## src/rtl/press_request_fifo.sv

```systemverilog
`default_nettype none
// ============================================================================
//  Module   : press_request_fifo
//  Brief    : Queues debounced up/down press requests and replays them
//             toward the up/down counter in order. Each press is taken
//             in with a four-phase req/ack handshake and sent out with one.
//  Option   : PRESS_FIFO_OVERFLOW_DROP_EN -- when defined, a press that
//             arrives while the FIFO is full is acknowledged but dropped,
//             and the sticky overflow flag is set. When undefined, a full
//             FIFO holds off the request and overflow is constant 0.
//  Revision : 1.0 - initial release
// ============================================================================
module press_request_fifo #(
    parameter int DEPTH_BITS = 2
) (
    input  logic                  clock,
    input  logic                  reset,
    input  logic                  upReq,
    input  logic                  downReq,
    output logic                  upAck,
    output logic                  downAck,
    output logic                  outUpReq,
    output logic                  outDownReq,
    input  logic                  outUpAck,
    input  logic                  outDownAck,
    output logic [DEPTH_BITS:0]   count,
    output logic                  full,
    output logic                  empty,
    output logic                  overflow
);

    localparam int                  c_DEPTH_N = 1 << DEPTH_BITS;
    localparam logic [DEPTH_BITS:0] c_DEPTH   = {1'b1, {DEPTH_BITS{1'b0}}};

    typedef enum logic [0:0] {
        IN_IDLE  = 1'b0,
        IN_ACKED = 1'b1
    } in_state_t;

    typedef enum logic [1:0] {
        OUT_IDLE    = 2'd0,
        OUT_REQ     = 2'd1,
        OUT_WAITLOW = 2'd2
    } out_state_t;

    in_state_t               up_st_q, up_st_d;
    in_state_t               dn_st_q, dn_st_d;
    out_state_t              out_st_q, out_st_d;

    logic [c_DEPTH_N-1:0]    mem_q;
    logic [DEPTH_BITS-1:0]   wr_ptr_q;
    logic [DEPTH_BITS-1:0]   rd_ptr_q;
    logic [DEPTH_BITS:0]     count_q, count_d;
    logic                    dir_q, dir_d;

    logic                    full_w;
    logic                    empty_w;
    logic                    can_accept;
    logic                    up_pend;
    logic                    dn_pend;
    logic                    up_grant;
    logic                    dn_grant;
    logic                    push;
    logic                    pop;
    logic                    ack_match;

    assign full_w  = (count_q == c_DEPTH);
    assign empty_w = (count_q == '0);

    // Write arbitration: one push per cycle, up wins a tie with down.
    // Fullness is judged on the pre-edge count, so a same-edge pop never
    // opens space for a push.
    always_comb begin
        up_pend  = (up_st_q == IN_IDLE) && upReq;
        dn_pend  = (dn_st_q == IN_IDLE) && downReq;
`ifdef PRESS_FIFO_OVERFLOW_DROP_EN
        can_accept = 1'b1;
`else
        can_accept = !full_w;
`endif
        up_grant = up_pend && can_accept;
        dn_grant = dn_pend && !up_pend && can_accept;
        push     = (up_grant || dn_grant) && !full_w;
    end

    // Input handshake FSMs: ack rises with the granted push, drops once req is seen low.
    always_comb begin
        up_st_d = up_st_q;
        dn_st_d = dn_st_q;
        case (up_st_q)
            IN_IDLE:  if (up_grant) up_st_d = IN_ACKED;
            IN_ACKED: if (!upReq)   up_st_d = IN_IDLE;
            default:                up_st_d = IN_IDLE;
        endcase
        case (dn_st_q)
            IN_IDLE:  if (dn_grant) dn_st_d = IN_ACKED;
            IN_ACKED: if (!downReq) dn_st_d = IN_IDLE;
            default:                dn_st_d = IN_IDLE;
        endcase
    end

    // Output handshake FSM: latch the head direction, request, pop on ack, wait for ack low.
    always_comb begin
        out_st_d  = out_st_q;
        dir_d     = dir_q;
        pop       = 1'b0;
        ack_match = dir_q ? outUpAck : outDownAck;
        case (out_st_q)
            OUT_IDLE: begin
                if (!empty_w) begin
                    dir_d    = mem_q[rd_ptr_q];
                    out_st_d = OUT_REQ;
                end
            end
            OUT_REQ: begin
                if (ack_match) begin
                    pop      = 1'b1;
                    out_st_d = OUT_WAITLOW;
                end
            end
            OUT_WAITLOW: begin
                if (!ack_match) out_st_d = OUT_IDLE;
            end
            default: out_st_d = OUT_IDLE;
        endcase
    end

    // Occupancy is tracked separately from the pointers so full is unambiguous.
    always_comb begin
        count_d = count_q;
        case ({push, pop})
            2'b10:   count_d = count_q + 1'b1;
            2'b01:   count_d = count_q - 1'b1;
            default: count_d = count_q;
        endcase
    end

    // State, storage and pointer registers.
    always_ff @(posedge clock or negedge reset) begin
        if (!reset) begin
            up_st_q  <= IN_IDLE;
            dn_st_q  <= IN_IDLE;
            out_st_q <= OUT_IDLE;
            mem_q    <= '0;
            wr_ptr_q <= '0;
            rd_ptr_q <= '0;
            count_q  <= '0;
            dir_q    <= 1'b0;
        end else begin
            up_st_q  <= up_st_d;
            dn_st_q  <= dn_st_d;
            out_st_q <= out_st_d;
            count_q  <= count_d;
            dir_q    <= dir_d;
            if (push) begin
                mem_q[wr_ptr_q] <= up_grant;
                wr_ptr_q        <= wr_ptr_q + 1'b1;
            end
            if (pop) begin
                rd_ptr_q <= rd_ptr_q + 1'b1;
            end
        end
    end

`ifdef PRESS_FIFO_OVERFLOW_DROP_EN
    logic overflow_q;

    // Sticky flag: set whenever a press is acknowledged but could not be stored.
    always_ff @(posedge clock or negedge reset) begin
        if (!reset) begin
            overflow_q <= 1'b0;
        end else if ((up_grant || dn_grant) && full_w) begin
            overflow_q <= 1'b1;
        end
    end

    assign overflow = overflow_q;
`else
    assign overflow = 1'b0;
`endif

    assign upAck      = (up_st_q == IN_ACKED);
    assign downAck    = (dn_st_q == IN_ACKED);
    assign outUpReq   = (out_st_q == OUT_REQ) && dir_q;
    assign outDownReq = (out_st_q == OUT_REQ) && !dir_q;
    assign count      = count_q;
    assign full       = full_w;
    assign empty      = empty_w;

endmodule
`default_nettype wire

```

## config.mk

```make
export PLATFORM = sky130hd
export DESIGN_NAME = press_request_fifo
export DESIGN_NICKNAME = d
export VERILOG_FILES = /design/src/rtl/press_request_fifo.sv
export SDC_FILE = /design/constraint.sdc
export NUM_CORES = 1
export LEC_CHECK = 0
export BUFFER_PORTS_ARGS = -buffer_cell sky130_fd_sc_hd__buf_2
export CAP_MARGIN = 20
export CORE_MARGIN = 4
export CORE_UTILIZATION = 47
export DETAILED_ROUTE_END_ITERATION = 10
export MAX_ROUTING_LAYER = met4
export PLACE_DENSITY_LB_ADDON = 0.12
export SLEW_MARGIN = 25
export SYNTH_ARGS = -nofsm -noshare
export SYNTH_HDL_FRONTEND = slang
export SYNTH_SLANG_ARGS = --single-unit
```

## constraint.sdc

```tcl
create_clock -name clock -period 2.2 [get_ports clock]
set_clock_uncertainty 0.05 [all_clocks]
set_input_delay 0.44 -clock clock [delete_from_list [all_inputs] [get_ports clock]]
set_output_delay 0.44 -clock clock [all_outputs]
set_load 0.01 [all_outputs]
```

==> impl_metrics.yaml <==
route:
  drtAntennaViolNets: 0
  drc: 0
  initialDrtViolationCount: 6
  vias: 585
  route.final.wire_length_um: 1446
  wire_per_inst_um: 11.95
  post_drt_via_cell_ratio: 4.835
  detailedRoute.firstPassIterationCount: 4
synth:
  asyncSetResetFlopFracSynth: 1.000
  synthDominantCellAreaShare: 0.4685
  synth.yosys.warnings: 0
  syn_avg_cell_area_um2: 11.71
  synth_most_common_cell: "sky130_fd_sc_hd__dfrtp_1"
  synth.top_cells.by_area: "sky130_fd_sc_hd__dfrtp_1 47%, sky130_fd_sc_hd__ha_1 7.3%, sky130_fd_sc_hd__a32o_1 4.7%, sky130_fd_sc_hd__xor2_1 4.1%, sky130_fd_sc_hd__inv_1 3.5%"
  syn_area_um2: 854.6
  synth_top_cells_by_count: "16 x sky130_fd_sc_hd__dfrtp_1, 8 x sky130_fd_sc_hd__inv_1, 6 x sky130_fd_sc_hd__nor2_1"
  synth_area_leader_cell: "sky130_fd_sc_hd__dfrtp_1"
  synth_seq_cells: 16
  syn-num-nets: 85
  synthCells: 73
  seq_area_frac_synth: 0.4685
  postSynth.topFlopCell: "sky130_fd_sc_hd__dfrtp_1"
  synth_edf_count: 0
  synth_cell_types: 27
floorplanning:
  io_pins: 16
  die-area_um2: 2564
  fp.dieH_um: 50.64
  core_um2: 1727
  floorplan.initialDensity: 0.4949
  die_w_um: 50.64
  std_cell_rows: 15
worst_setup_path:
  timing.critical_path.max_delay_family: "simple AND/OR/NAND/NOR gates"
  rr_endpoint: "count[2]"
  worst-r2r-cell-count: 9
  critPathBufInv: 2
  crit_path_cell_trace: "or3b_4, o21a_4, inv_4, ha_4, inv_2, fa_2, xor2_1, nor2_1, xor2_1"
  crit_cells: 9
  cp_slowest_cell: "sky130_fd_sc_hd__or3b_4"
  setup.worst_path.end_class: "register"
  ff2ff_setup_slack_ps: 130
  max_stage_delay_on_crit_path_ps: 410
  cpMostUsedCell: "sky130_fd_sc_hd__xor2_1"
  cp_arrival_ps: 2240
  cp_max_fo: 2
  critical_path_required_ps: 2360
  startpoint_type: "register"
  regToRegStartpoint: "count[0]"
  crit_type: "reg -> reg"
power_and_ir_drop:
  power.total_mw: 1.503
  vdd_drop_max_mv: 0.8761
  total_leakage_power_nw: 0.5060
  power_density_nw_per_um2: 1445
cts:
  cts_inserted_buffers: 3
  htreeDepth: 1
  clockRootBuffer: "sky130_fd_sc_hd__clkbuf_4"
  cts_sinks: 16
  clockBufferDepth: 2
  path_clk_slew_ps: 90
  cts_hold_buf: 0
  clk-insertion-delay-late_ps: 280
  clock_tree_from_tritoncts: "done"
place:
  buffer_ports.inserted: 14
  detailed_place_hpwl_um: 1118
  gp_congestion: 0.8005
  area_of_placed_instances_um2: 989.7
layout:
  fillerInstances: 167
  antenna-diode-count: 0
  area_growth_syn_to_layout_pct: 21.67
  final_area_um2: 1040
  finalNetCount: 110
  drive_gt1_frac: 0.3854
outcome:
  violations: "negative hold slack"
  status: "complete, but fails checks"
sta:
  timing.fmax_mhz: 482.6
  rsz_0062_raised_after_global_routing: "true"
  final_min_period_over_clock_period: 0.9420
  report.final.hold_viol_count: 8
  number_of_endpoints_failing_setup_at_the_final_stage: 0
  timing.final.max_slew_violations: 0
  final.min_clock_period_ps: 2072
  timing.hold.ws_ps: -1.074
grt:
  grt_usage: 0.1397
  global_route.overflow_total: 0
  grt_max_degree: 17
  first_global_vias: 583
  number_of_antenna_violations_at_the_first_check_in_global_routing: 0
  grt_pass1_wl_um: 2580
run:
  drv_cap: 0
hold_path:
  worst_hold_path_type: "in -> async"
## flip-flops by register name, summed over array words and instances (netlist names)
| register | flops |
|---|---|
| upAck | 1 |
| rd_ptr_q | 2 |
| mem_q | 4 |
| dir_q | 1 |
| out_st_q | 2 |
| count | 3 |
| downAck | 1 |
| wr_ptr_q | 2 |
## layout make-up
cell class / instances / area (µm²) / share of cell area
repair buffers: 23 / 137.6 / 0.1324
inverters: 9 / 36.28 / 0.03490
clock buffers: 3 / 22.52 / 0.02166
flip-flops and latches: 16 / 400.4 / 0.3851
multi-input cells: 45 / 411.6 / 0.3959
well taps: 25 / 31.28 / 0.03008
## what timing repair did
action | CTS | global route
resized for setup | 0 | 7
endpoints found under the setup margin | 0 | 1
setup buffers | 0 | 1
## metal layers
metal  up-vias  global-route usage  wire length (µm)
li1        293                   -                 -
met1       281              0.1839               683
met2         7              0.2000               699
met4         0             0.06726                29
met5         -                   -                 0
met3         4             0.03561                34
## placed cells by master, fill, tap and decap left out, drive strengths merged
| cell | synthesis | final |
|---|---|---|
| fa | 1 | 1 |
| conb | 1 | 1 |
| ha | 5 | 5 |
| xor2 | 4 | 4 |
| a211oi | 1 | 1 |
| a21oi | 1 | 1 |
| mux2 | 2 | 2 |
| nor3b | 1 | 1 |
| nor3 | 2 | 2 |
| inv | 9 | 9 |
| xnor2 | 2 | 2 |
| nand2b | 1 | 1 |
| dfrtp | 16 | 16 |
| o211ai | 4 | 4 |
| mux4 | 1 | 1 |
| clkbuf | 0 | 3 |
| nor2 | 6 | 6 |
| mux2i | 2 | 2 |
| nand2 | 1 | 1 |
| a32o | 4 | 4 |
| buf | 3 | 23 |
| or3b | 1 | 1 |
| nor2b | 2 | 2 |
| o21a | 3 | 3 |
## power breakdown
group / internal (mW) / total, mW / switching, mW
clock: 0.0636 / 0.152 / 0.0888
sequential: 0.437 / 0.533 / 0.0956
combinational: 0.437 / 0.817 / 0.380
## logic make-up (layout without fill, tap and decap cells)
family,after synthesis,in the layout,synth area share
DFF,16,16,0.4685
AOI/OAI and AO/OA,13,13,0.1318
muxes,5,5,0.08052
xor gates and xnor gates,6,6,0.06149
and+or+nand+nor,14,14,0.08638
other,1,1,0.004388
buffers and inverters,12,35,0.07027
adders and majority gates,6,6,0.09663
## stage by stage
stage               setup WS, ps    util  std cells  TNS, ps
detailed placement         58.58  0.5732        117        0
floorplan                  96.45       -         73        0
global placement           78.53  0.5732        117        0
finish                     127.7  0.6022        121        0
CTS                        42.37  0.5862        120        0
global route              -16.27  0.6022        121   -16.27
## how the worst max path moves through the flow
stage,from,endpoint,slack (ps)
after floorplan,count[0],count[2],100
after global placement,count[1],count[2],80
after detailed placement,upReq,count[2],60
after CTS,count[1],count[2],40
after global routing,count[0],count[2],-20
final,count[0],count[2],130
## worst register-to-register path, cell delays in order, from the launching register on
cell	delay [ps]
sky130_fd_sc_hd__dfrtp_1	390
sky130_fd_sc_hd__or3b_4	410
sky130_fd_sc_hd__o21a_4	140
sky130_fd_sc_hd__inv_4	60
sky130_fd_sc_hd__ha_4	130
sky130_fd_sc_hd__inv_2	40
sky130_fd_sc_hd__fa_2	370
sky130_fd_sc_hd__xor2_1	150
sky130_fd_sc_hd__nor2_1	130
sky130_fd_sc_hd__xor2_1	140
No activity file was read; power rests on OpenSTA's default activity.
